`src/rtl/wptr_full_ctrl.sv`:
```
// Write-side pointer and full-flag controller for an asynchronous FIFO.
// Keeps binary and Gray write pointers, the full/almost-full flags, the write-side level and a sticky overflow flag.
module wptr_full_ctrl #(
    parameter int ADDRSIZE     = 4,
    parameter int AFULL_MARGIN = 2
) (
    input  logic                wclk,
    input  logic                wrst_n,
    input  logic                winc,
    input  logic [ADDRSIZE:0]   wq2_rptr,
    input  logic                ovf_clr,
    output logic                wfull,
    output logic                awfull,
    output logic                wclken,
    output logic [ADDRSIZE-1:0] waddr,
    output logic [ADDRSIZE:0]   wptr,
    output logic [ADDRSIZE:0]   wlevel,
    output logic                wovf
);

    localparam int DEPTH = 1 << ADDRSIZE;
    localparam logic [ADDRSIZE:0] AFULL_TH = (ADDRSIZE+1)'(DEPTH - AFULL_MARGIN);

    logic [ADDRSIZE:0] r_wbin;
    logic [ADDRSIZE:0] r_wptr;
    logic              r_wfull;
    logic              r_awfull;
    logic [ADDRSIZE:0] r_wlevel;
    logic              r_wovf;

    logic              w_inc;
    logic [ADDRSIZE:0] w_wbinnext;
    logic [ADDRSIZE:0] w_wgraynext;
    logic [ADDRSIZE:0] w_rbin;
    logic [ADDRSIZE:0] w_lvl_next;
    logic              w_wfull_val;

    function automatic logic [ADDRSIZE:0] gray2bin(input logic [ADDRSIZE:0] g);
        logic [ADDRSIZE:0] b;
        b[ADDRSIZE] = g[ADDRSIZE];
        for (int i = ADDRSIZE - 1; i >= 0; i--) begin
            b[i] = b[i+1] ^ g[i];
        end
        return b;
    endfunction

    // The write is gated by the registered full flag, so a full FIFO never accepts data.
    assign w_inc       = winc & ~r_wfull;
    assign w_wbinnext  = r_wbin + {{ADDRSIZE{1'b0}}, w_inc};
    assign w_wgraynext = (w_wbinnext >> 1) ^ w_wbinnext;
    assign w_rbin      = gray2bin(wq2_rptr);
    assign w_lvl_next  = w_wbinnext - w_rbin;
    // Full when the pointers differ only in the two MSBs of their Gray encodings.
    assign w_wfull_val = (w_wgraynext ==
                          {~wq2_rptr[ADDRSIZE:ADDRSIZE-1], wq2_rptr[ADDRSIZE-2:0]});

    always_ff @(posedge wclk or negedge wrst_n) begin
        if (!wrst_n) begin
            r_wbin   <= '0;
            r_wptr   <= '0;
            r_wfull  <= 1'b0;
            r_awfull <= 1'b0;
            r_wlevel <= '0;
            r_wovf   <= 1'b0;
        end else begin
            r_wbin   <= w_wbinnext;
            r_wptr   <= w_wgraynext;
            r_wfull  <= w_wfull_val;
            r_awfull <= (w_lvl_next >= AFULL_TH);
            r_wlevel <= w_lvl_next;
            // Set has priority over clear so a coincident overflow is never lost.
            if (winc & r_wfull) begin
                r_wovf <= 1'b1;
            end else if (ovf_clr) begin
                r_wovf <= 1'b0;
            end
        end
    end

    assign wfull  = r_wfull;
    assign awfull = r_awfull;
    assign wclken = w_inc;
    assign waddr  = r_wbin[ADDRSIZE-1:0];
    assign wptr   = r_wptr;
    assign wlevel = r_wlevel;
    assign wovf   = r_wovf;

endmodule

```
`config.mk`:
```
export PLATFORM = sky130hd
export DESIGN_NAME = wptr_full_ctrl
export DESIGN_NICKNAME = d
export VERILOG_FILES = /design/src/rtl/wptr_full_ctrl.sv
export SDC_FILE = /design/constraint.sdc
export NUM_CORES = 1
export LEC_CHECK = 0
export CORE_MARGIN = 2
export CORE_UTILIZATION = 40
export CTS_BUF_LIST = sky130_fd_sc_hd__clkbuf_16
export DETAILED_ROUTE_END_ITERATION = 12
export PLACE_DENSITY = 0.68
export SETUP_SLACK_MARGIN = 0.3
export SLEW_MARGIN = 10
export SYNTH_ARGS = -nofsm -noshare
export SYNTH_HDL_FRONTEND = slang
export SYNTH_SLANG_ARGS = --single-unit
```
`constraint.sdc`:
```
create_clock -name wclk -period 4.7 [get_ports wclk]
set_input_delay 0.94 -clock wclk [delete_from_list [all_inputs] [get_ports wclk]]
set_output_delay 0.94 -clock wclk [all_outputs]
set_load 0.1 [all_outputs]
```
==> summary.txt, run 1 <==
Final layout
  • P&R area growth vs syn: 37.5%
  • Fillcell total: 213
  • Final instance count without filler cells: 138
  • N_diodes: 0
  • Layout cells sized above 1: 0.0909
  • # nets final: 127
  • Seq. cell area: 425 µm²
  • Area of the multi-input gates: 503 µm²

Place
  • Number of port buffers: 26
  • Post-Place Cells: 134
  • Gpl congestion: 0.786
  • Pre-CTS WS: 1010 ps
  • DP Wirelength: 1340 µm

Setup path
  • Crit-path leading delay family: XOR/XNOR gates
  • Crit Path Category: in2reg
  • CP peak stage delay: 480 ps
  • Worst path required time: 4800 ps
  • CP Max Fanout: 3
  • Setup crit end kind: flop
  • Crit path launch type: input port
  • Crit path DAT: 3500 ps
  • WP buf/inv: 1
  • Worst path cell trace: clkdlybuf4s50_1 -> xnor2_2 -> xor2_2 -> xor2_1 -> xnor2_1 -> ha_1 -> fa_1 -> nand2b_1 -> a21boi_0 -> or3_1 -> o311ai_0
  • Worst path slowest cell: clkdlybuf4s50_1

Synth
  • Number of flops mapped to enable cells by yosys: 0
  • Dominant synthesized flop cell: dfrtp_1
  • Area contributors post-synth: dfrtp_1 44%, xnor2_1 12%, ha_1 7.8%, xor2_1 3.6%, inv_1 3.1%
  • Post-synth top area share: 0.439
  • Post-synth top cells: 17 x dfrtp_1, 13 x xnor2_1, 8 x inv_1
  • Mapped Area: 968 µm²
  • Count leader, synth: dfrtp_1
  • Yosys warns: 0
  • Netlist cell types: 30
  • Syn Nets: 98
  • Ys async rst share: 1.00
  • Synthesized flop and latch total: 17
  • Synthesized instance count: 82
  • Syn Area/Cell: 11.8 µm²
  • Sequential element share of the synthesized area: 0.439
  • Cell taking the most area after synthesis: dfrtp_1

STA
  • Worst hold margin: 527 ps
  • Setup TNS: 0 ps
  • Final Setup Violations: 0
  • Worst Tran Pin Value: 970 ps
  • Crit share post-route: 0.723
  • Fin crit period: 3400 ps
  • Final hold viol count: 0
  • Clk_skew: 0.795 ps
  • Setup ws final: 1300 ps
  • Unrepaired setup endpoints after global routing: no
  • FMAX: 294 MHz
  • Worst slew margin: 0.352
  • Max-slew violations: 0

Die
  • Area of the core: 2250 µm²
  • Number of I/O pins: 27
  • Die ar.: 2830 µm²
  • # rows: 17
  • Die X: 53.2 µm
  • Die height: 53.2 µm
  • Initial Util: 0.430

Clock tree
  • Clock Sinks: 17
  • Worst-Skew Late Latency: 250 ps
  • Hold buffers post-CTS: 0
  • CTS Buf Count: 3
  • Clock Tree Root: clkbuf_16
  • Postcts setup bufs: 0
  • CTS resizes: 0
  • Clock buffer depth: 2
  • H-tree levels: 1
  • CTS tree: built
  • Clock-pin slew on the worst setup and hold paths: 50 ps

Route
  • DRT antenna net count: 0
  • Post-Route WL: 1680 µm
  • Routed len/inst: 12.2 µm
  • Number of remaining DRC errors: 0
  • Iter 0 DRT Violations: 2
  • DR pass1 iterations: 4
  • Via/cell ratio: 4.62
  • Via count: 638

Global route
  • Total grt overflow: 0
  • Initial antenna violation count: 0
  • Vias in the first global route: 644
  • Largest net degree at the start of global routing: 18
  • GRT Overall Usage: 0.150
  • First-pass GRT wire length: 2950 µm

Min path
  • HP Class: reg2reg

Flow run
  • Max Cap Viol: 0

Run status
  • Status: completed
-- worst paths after layout --
check / start / endpoint / slack (ps) / depth (start not counted)
min in group asynchronous: wrst_n / wlevel[1]$_DFF_PN0_ / 1140 / 1
worst min register to register: wovf$_DFFE_PN0P_ / wovf$_DFFE_PN0P_ / 530 / 2
worst min-delay path: wovf$_DFFE_PN0P_ / wovf$_DFFE_PN0P_ / 530 / 2
worst max register to register: wfull$_DFF_PN0_ / awfull$_DFF_PN0_ / 2190 / 9
max in group asynchronous: wrst_n / awfull$_DFF_PN0_ / 3090 / 1
worst max-delay path: wq2_rptr[4] / awfull$_DFF_PN0_ / 1300 / 11
-- cells in the final DEF (no fill, tap or decap), types with 2 or more instances in the layout --
cell type and n:
a21boi_0 2, nor2b_1 3, o21ai_0 3, xor2_1 4, dfrtp_1 17, clkdlybuf4s50_1 25
nand2_1 4, ha_1 6, xnor2_1 13, nand2b_1 2, inv_1 8, clkbuf_16 3
-- metrics by stage --
stage | cell area (µm²) | util
floorplan | 968 | -
global placement | 1250 | 0.555
detailed placement | 1250 | 0.555
CTS | 1330 | 0.590
global route | 1330 | 0.590
finish | 1330 | 0.590
-- flip-flops by register name, summed over array words and instances (netlist names) --
register  cells
awfull        1
r_wbin        5
wfull         1
wlevel        5
wovf          1
wptr          4
-- cells by family (layout without fill, tap and decap cells) --
kind of cell               after synthesis  count (layout)  share of synthesized area
and+or+nand+nor                         17              17                      0.111
buffers and inverters                   10              38                     0.0413
DFF                                     17              17                      0.439
AOI/OAI and AO/OA                       10              10                     0.0749
adders and majority gates                7               7                     0.0982
xor gates and xnor gates                21              21                      0.235
-- cell type report --
class,count,area share
multi-input cells,55,0.378
inverters,8,0.0226
well taps,28,0.0263
repair buffers,26,0.194
flip-flops and latches,17,0.320
clock buffers,3,0.0564
clock inverters,1,0.00376
-- layer usage --
layer | global-route usage | wire, µm | vias up
li1 | - | - | 328
met2 | 0.224 | 753 | 23
met5 | 0 | 0 | -
met3 | 0.0282 | 101 | 2
met1 | 0.205 | 794 | 285
met4 | 0.0769 | 32 | 0
-- worst reg2reg max path, stage by stage, from the launching register on --
cell and delay, ps:
dfrtp_1 390, nor2b_1 210, ha_1 330, xnor2_1 250, inv_1 150, ha_1 300
nor2b_1 120, o21ai_0 180, nor3b_1 270, o311ai_0 160
Power of run 1 is left out: the tool's default activity adds up to more than one toggle a clock period on the data nets, which glitch-free logic cannot reach.
==> run 2: changes to the inputs <==
--- a/config.mk
+++ b/config.mk
@@ -9,7 +9,7 @@
 export CORE_UTILIZATION = 40
 export CTS_BUF_LIST = sky130_fd_sc_hd__clkbuf_16
 export DETAILED_ROUTE_END_ITERATION = 12
-export PLACE_DENSITY = 0.68
+export PLACE_DENSITY = 0.7
 export SETUP_SLACK_MARGIN = 0.3
 export SLEW_MARGIN = 10
 export SYNTH_ARGS = -nofsm -noshare
==> constraint.sdc (replaced) <==
create_clock -name wclk -period 2.95 [get_ports wclk]
set_input_delay 0.59 -clock wclk [delete_from_list [all_inputs] [get_ports wclk]]
set_output_delay 0.59 -clock wclk [all_outputs]
set_load 0.1 [all_outputs]
==> run 2 against run 1 <==
  * Die area unchanged
  * Register-to-register slack worse by 1500 ps
  * Cell area up 22%
  * Critical path depth unchanged
  * Via count up 17%
  * Routed wire length up 27%
  * Global-route usage up 0.62 points
  * Count of clock-buffer cells in the layout unchanged
  * Core utilization up 13 points
  * Cell count up 15%
  * Non-clock buffer count up 21
  * Sequential share of layout area down 5.4 points
  * Critical path type unchanged
==> summary.txt, run 2 (synthesis gave the netlist of run 1 again) <==
Run status
  • Status: completed

Global route
  • GRT Overall Usage: 0.156
  • Initial antenna violation count: 0
  • Total grt overflow: 0
  • Vias in the first global route: 670
  • First-pass GRT wire length: 3130 µm
  • Largest net degree at the start of global routing: 18

Setup path
  • Crit-path leading delay family: XOR/XNOR gates
  • Worst path required time: 3090 ps
  • R2R setup slack: 720 ps
  • Crit Path Category: in2reg
  • Worst path cell trace: clkbuf_2 -> xnor2_2 -> xor2_2 -> xor2_2 -> xnor2_1 -> ha_2 -> fa_2 -> nand2b_4 -> a21boi_4 -> or3_4 -> o311ai_1
  • Crit path launch type: input port
  • CP peak stage delay: 380 ps
  • Reg2Reg Launch Point: wfull$_DFF_PN0_
  • CP Max Fanout: 2
  • CP most frequent cell: xor2_2
  • WP buf/inv: 1
  • Setup crit end kind: flop
  • FF-to-FF End: awfull$_DFF_PN0_
  • Crit path DAT: 2620 ps
  • Cell depth of the worst flop-to-flop path: 8
  • Worst path slowest cell: or3_4

Route
  • Routed len/inst: 13.4 µm
  • Met1 WL: 967 µm
  • Via count: 745
  • DRT antenna net count: 0
  • Number of remaining DRC errors: 0
  • Post-Route WL: 2130 µm
  • Iter 0 DRT Violations: 13
  • Max Used Layer: met4
  • Via/cell ratio: 4.69
  • Metal3 WL: 87 µm
  • DR pass1 iterations: 4
  • Met2 WL: 1060 µm

Clock tree
  • Clock-pin slew on the worst setup and hold paths: 50 ps
  • Clock Sinks: 17
  • H-tree levels: 1
  • CTS Buf Count: 3
  • Worst-Skew Late Latency: 240 ps
  • Clock Tree Root: clkbuf_16
  • Clock buffer depth: 2
  • CTS tree: built
  • Hold buffers post-CTS: 0

Die
  • Die height: 53.2 µm
  • Number of I/O pins: 27
  • Area of the core: 2250 µm²
  • Initial Util: 0.430
  • Die ar.: 2830 µm²
  • # rows: 17
  • Die X: 53.2 µm

Final layout
  • Most frequent cells in the layout: 38 x buf_4, 16 x dfrtp_1, 11 x xnor2_1, 8 x inv_1
  • Seq. cell area: 429 µm²
  • Fillcell total: 153
  • N_diodes: 0
  • Layout cells sized above 1: 0.519
  • P&R area growth vs syn: 67.2%
  • Area of the multi-input gates: 669 µm²
  • Final core occ: 0.718
  • # nets final: 148
  • Commonest non-fill, non-tap cell in the layout: buf_4

Flow run
  • Max Cap Viol: 0

STA
  • Worst Tran Pin Value: 757 ps
  • FMAX: 403 MHz
  • Max-slew violations: 0
  • Final Setup Violations: 0
  • Clk_skew: 1.97 ps
  • Crit share post-route: 0.841
  • Fin crit period: 2480 ps
  • Worst hold margin: 529 ps
  • Worst slew margin: 0.494
  • Unrepaired setup endpoints after global routing: no
  • Final hold viol count: 0

Place
  • Gpl congestion: 0.741
  • Number of port buffers: 26
  • DP Wirelength: 1400 µm

Min path
  • Worst hold path endpoint: wovf$_DFFE_PN0P_
  • Min-Delay Path Depth: 2
  • HP Class: reg2reg
  • Hold path start: wovf$_DFFE_PN0P_
-- run 2: cell types whose count changed in the layout (fill, tap and decap cells not counted), sizes merged --
cell / previous run / this run
clkbuf: 3 / 5
buf: 1 / 39
clkdlybuf4s50: 25 / 4
clkinv: 1 / 0
inv: 8 / 9
dlygate4sd2: 0 / 1
dlymetal6s2s: 0 / 1
-- run 2: through the flow --
stage	setup TNS, ps	setup WS [ps]	std cells	cell area, µm²
global route	0	364	159	1620
floorplan	0	203	82	1060
finish	0	470	159	1620
global placement	-262	-152	143	1380
detailed placement	-401	-220	143	1380
CTS	0	308	150	1500
-- run 2: final cells by class --
type	count	area share
Clock buffer	3	0.0464
Clock inverter	1	0.00232
Inverter	8	0.0185
Multi-Input combinational cell	55	0.413
Sequential cell	17	0.265
Tap cell	28	0.0216
Timing Repair Buffer	47	0.233
-- run 2: worst reg2reg max path, delay by kind of cell, from the launching register on --
family	cells	cell delay, ps
simple gates	3	680
xor+xnor	1	260
fa+ha+maj	2	460
compound gates	2	230
flops	1	490
-- run 2: how the worst max path moves through the flow --
stage	from	to	slack (ps)	depth (start not counted)
floorplan	wfull$_DFF_PN0_	awfull$_DFF_PN0_	200	9
global placement	wq2_rptr[4]	awfull$_DFF_PN0_	-150	11
detailed placement	wq2_rptr[4]	awfull$_DFF_PN0_	-220	11
CTS	wq2_rptr[4]	awfull$_DFF_PN0_	310	11
global route	wq2_rptr[4]	awfull$_DFF_PN0_	360	11
finish	wq2_rptr[4]	awfull$_DFF_PN0_	470	11
-- run 2: routing by layer --
metal | vias up | GRT usage
met5 | - | 0
met4 | 0 | 0.0641
met3 | 2 | 0.0254
met2 | 16 | 0.233
met1 | 361 | 0.224
li1 | 366 | -
-- run 2: what timing repair did --
action,in CTS,in global routing
setup buffers,3,9
pin swaps,8,8
endpoints found under the setup margin,3,3
gates resized for setup,9,11
Power of run 2 is left out for the same reason.
==> run 3: changes to the inputs <==
==> constraint.sdc (replaced) <==
create_clock -name wclk -period 2.23 [get_ports wclk]
set_input_delay 0.446 -clock wclk [delete_from_list [all_inputs] [get_ports wclk]]
set_output_delay 0.446 -clock wclk [all_outputs]
set_load 0.1 [all_outputs]
==> run 3 against run 2 <==
  * The run now ends with setup timing left
  * Clock skew barely moved
  * Sequential share of layout area fell by 3.3 points
  * Global-route usage rose by 5.5 points
  * Worst hold slack got worse by 2.9 ps
  * Die area did not move
  * Register-to-register slack got worse by 740 ps
  * Via count rose by 11%
  * Flip-flop and latch count did not move
  * Critical path depth fell by 1
  * Count of clock-buffer cells in the layout did not move
  * Routed wire length rose by 27%
  * Critical path type unchanged
  * Largest cell class unchanged
  * Highest routed layer unchanged
==> summary.txt, run 3 (synthesis gave the netlist of run 1 again) <==
Setup path
  • Crit path launch type: input port
  • CP Max Fanout: 2
  • Crit-path leading delay family: XOR/XNOR gates
  • Crit path DAT: 2390 ps
  • Setup crit end kind: flop
  • Worst path slowest cell: fa_2
  • CP peak stage delay: 390 ps
  • Worst path cell trace: dlygate4sd2_1 -> xor2_2 -> xor2_2 -> xnor2_2 -> ha_4 -> fa_2 -> nand2b_4 -> a21boi_2 -> or3_1 -> o311ai_1
  • WP buf/inv: 1
  • Worst path required time: 2340 ps
  • R2R setup slack: -20 ps
  • CP most frequent cell: xor2_2
  • Crit Path Category: in2reg

Global route
  • Largest net degree at the start of global routing: 18
  • Met3 GRT Util: 0.0226
  • Vias in the first global route: 870
  • Initial antenna violation count: 0
  • Routing usage on met2: 0.368
  • GR peak layer: met2
  • First-pass GRT wire length: 4050 µm
  • GRT Overall Usage: 0.211
  • Total grt overflow: 0
  • Grt met1 use: 0.249

STA
  • Max-slew violations: 0
  • Clk_skew: 1.63 ps
  • Crit share post-route: 1.03
  • Final Setup Violations: 1
  • Fin crit period: 2290 ps
  • FMAX: 437 MHz
  • Worst Tran Pin Value: 479 ps
  • Final hold viol count: 0
  • Setup ws final: -55.8 ps
  • Worst slew margin: 0.681
  • Unrepaired setup endpoints after global routing: yes

Flow run
  • Max Cap Viol: 0

Route
  • Routed len/inst: 15.2 µm
  • DR pass1 iterations: 5
  • Post-Route WL: 2700 µm
  • Via count: 827
  • DRT antenna net count: 0
  • Number of remaining DRC errors: 0
  • Iter 0 DRT Violations: 8
  • Via/cell ratio: 4.65

Clock tree
  • Clock buffer depth: 2
  • H-tree levels: 1
  • Hold buffers post-CTS: 0
  • CTS tree: built
  • Clock-pin slew on the worst setup and hold paths: 50 ps
  • Clock Sinks: 17
  • Clock Tree Root: clkbuf_16
  • Worst-Skew Late Latency: 250 ps
  • CTS Buf Count: 3

Final layout
  • Most frequent cells in the layout: 46 x buf_4, 16 x dfrtp_1, 11 x buf_6, 7 x xnor2_1
  • N_diodes: 0
  • Commonest non-fill, non-tap cell in the layout: buf_4
  • P&R area growth vs syn: 91.1%
  • # nets final: 167
  • Layout cells sized above 1: 0.647
  • Final instance area: 1850 µm²
  • Final core occ: 0.821

Run status
  • Status: finished with violations
  • Failing checks: setup timing

Die
  • Die X: 53.2 µm
  • Number of I/O pins: 27
  • Die ar.: 2830 µm²
  • Initial Util: 0.430
  • Area of the core: 2250 µm²
  • Die height: 53.2 µm
  • # rows: 17

Place
  • DP Wirelength: 1700 µm
  • Gpl congestion: 0.711
  • Area post-placement: 1510 µm²
  • Number of port buffers: 26

Min path
  • HP Class: in2async
## run 3: cell types whose count changed in the layout (fill, tap and decap cells not counted), moves of 2 or more
cell | before | now
xnor2_2 | 1 | 5
inv_2 | 1 | 5
inv_1 | 8 | 4
buf_8 | 0 | 2
buf_6 | 0 | 11
xnor2_1 | 11 | 7
clkbuf_2 | 2 | 0
buf_4 | 38 | 46
dlygate4sd2_1 | 1 | 3
## run 3: worst paths after layout
path,start,to,cells after the start
setup / recovery,wq2_rptr[2],awfull$_DFF_PN0_,10
hold / removal,wrst_n,wlevel[1]$_DFF_PN0_,2
setup reg to reg,wfull$_DFF_PN0_,awfull$_DFF_PN0_,9
hold reg to reg,wovf$_DFFE_PN0P_,wovf$_DFFE_PN0P_,2
max in group asynchronous,wrst_n,wfull$_DFF_PN0_,2
min in group wclk,wovf$_DFFE_PN0P_,wovf$_DFFE_PN0P_,2
## run 3: worst reg2reg max path: stages, from the launching register on
cell	delay [ps]
dfrtp_4	490
nor2b_4	170
ha_4	190
buf_4	130
nand3_4	80
xnor2_2	170
ha_1	290
a21boi_2	160
or3_1	350
o311ai_1	110
## run 3: what timing repair did
action	in CTS	in global routing
setup buffers	11	4
gates cloned	0	0
pin swaps	16	11
gates resized for setup	38	6
endpoints found under the setup margin	6	8
## run 3: routing by layer
metal,vias to the layer above,part of all wire,wire [µm]
li1,405,-,-
met1,390,0.38,1030
met2,21,0.56,1500
met3,11,0.023,63
met4,0,0.038,102
met5,-,0,0
## run 3: final cells by class
type                            count  area (µm²)
Multi-Input combinational cell     55         702
Timing Repair Buffer               66         576
Sequential cell                    17         429
Fill cell                         122         404
Clock buffer                        3        75.1
Tap cell                           28        35.0
Inverter                            8        30.0
Clock inverter                      1        3.75
## run 3: metrics by stage
step / instances / hold slack, ps / setup WS, ps / TNS [ps]
floorplan: 82 / 150 / -517 / -1810
global placement: 159 / 509 / -678 / -2540
detailed placement: 159 / 516 / -763 / -2980
CTS: 174 / 540 / -14.9 / -14.9
global route: 178 / 559 / -177 / -405
finish: 178 / 526 / -55.8 / -55.8
Power of run 3 is left out for the same reason.
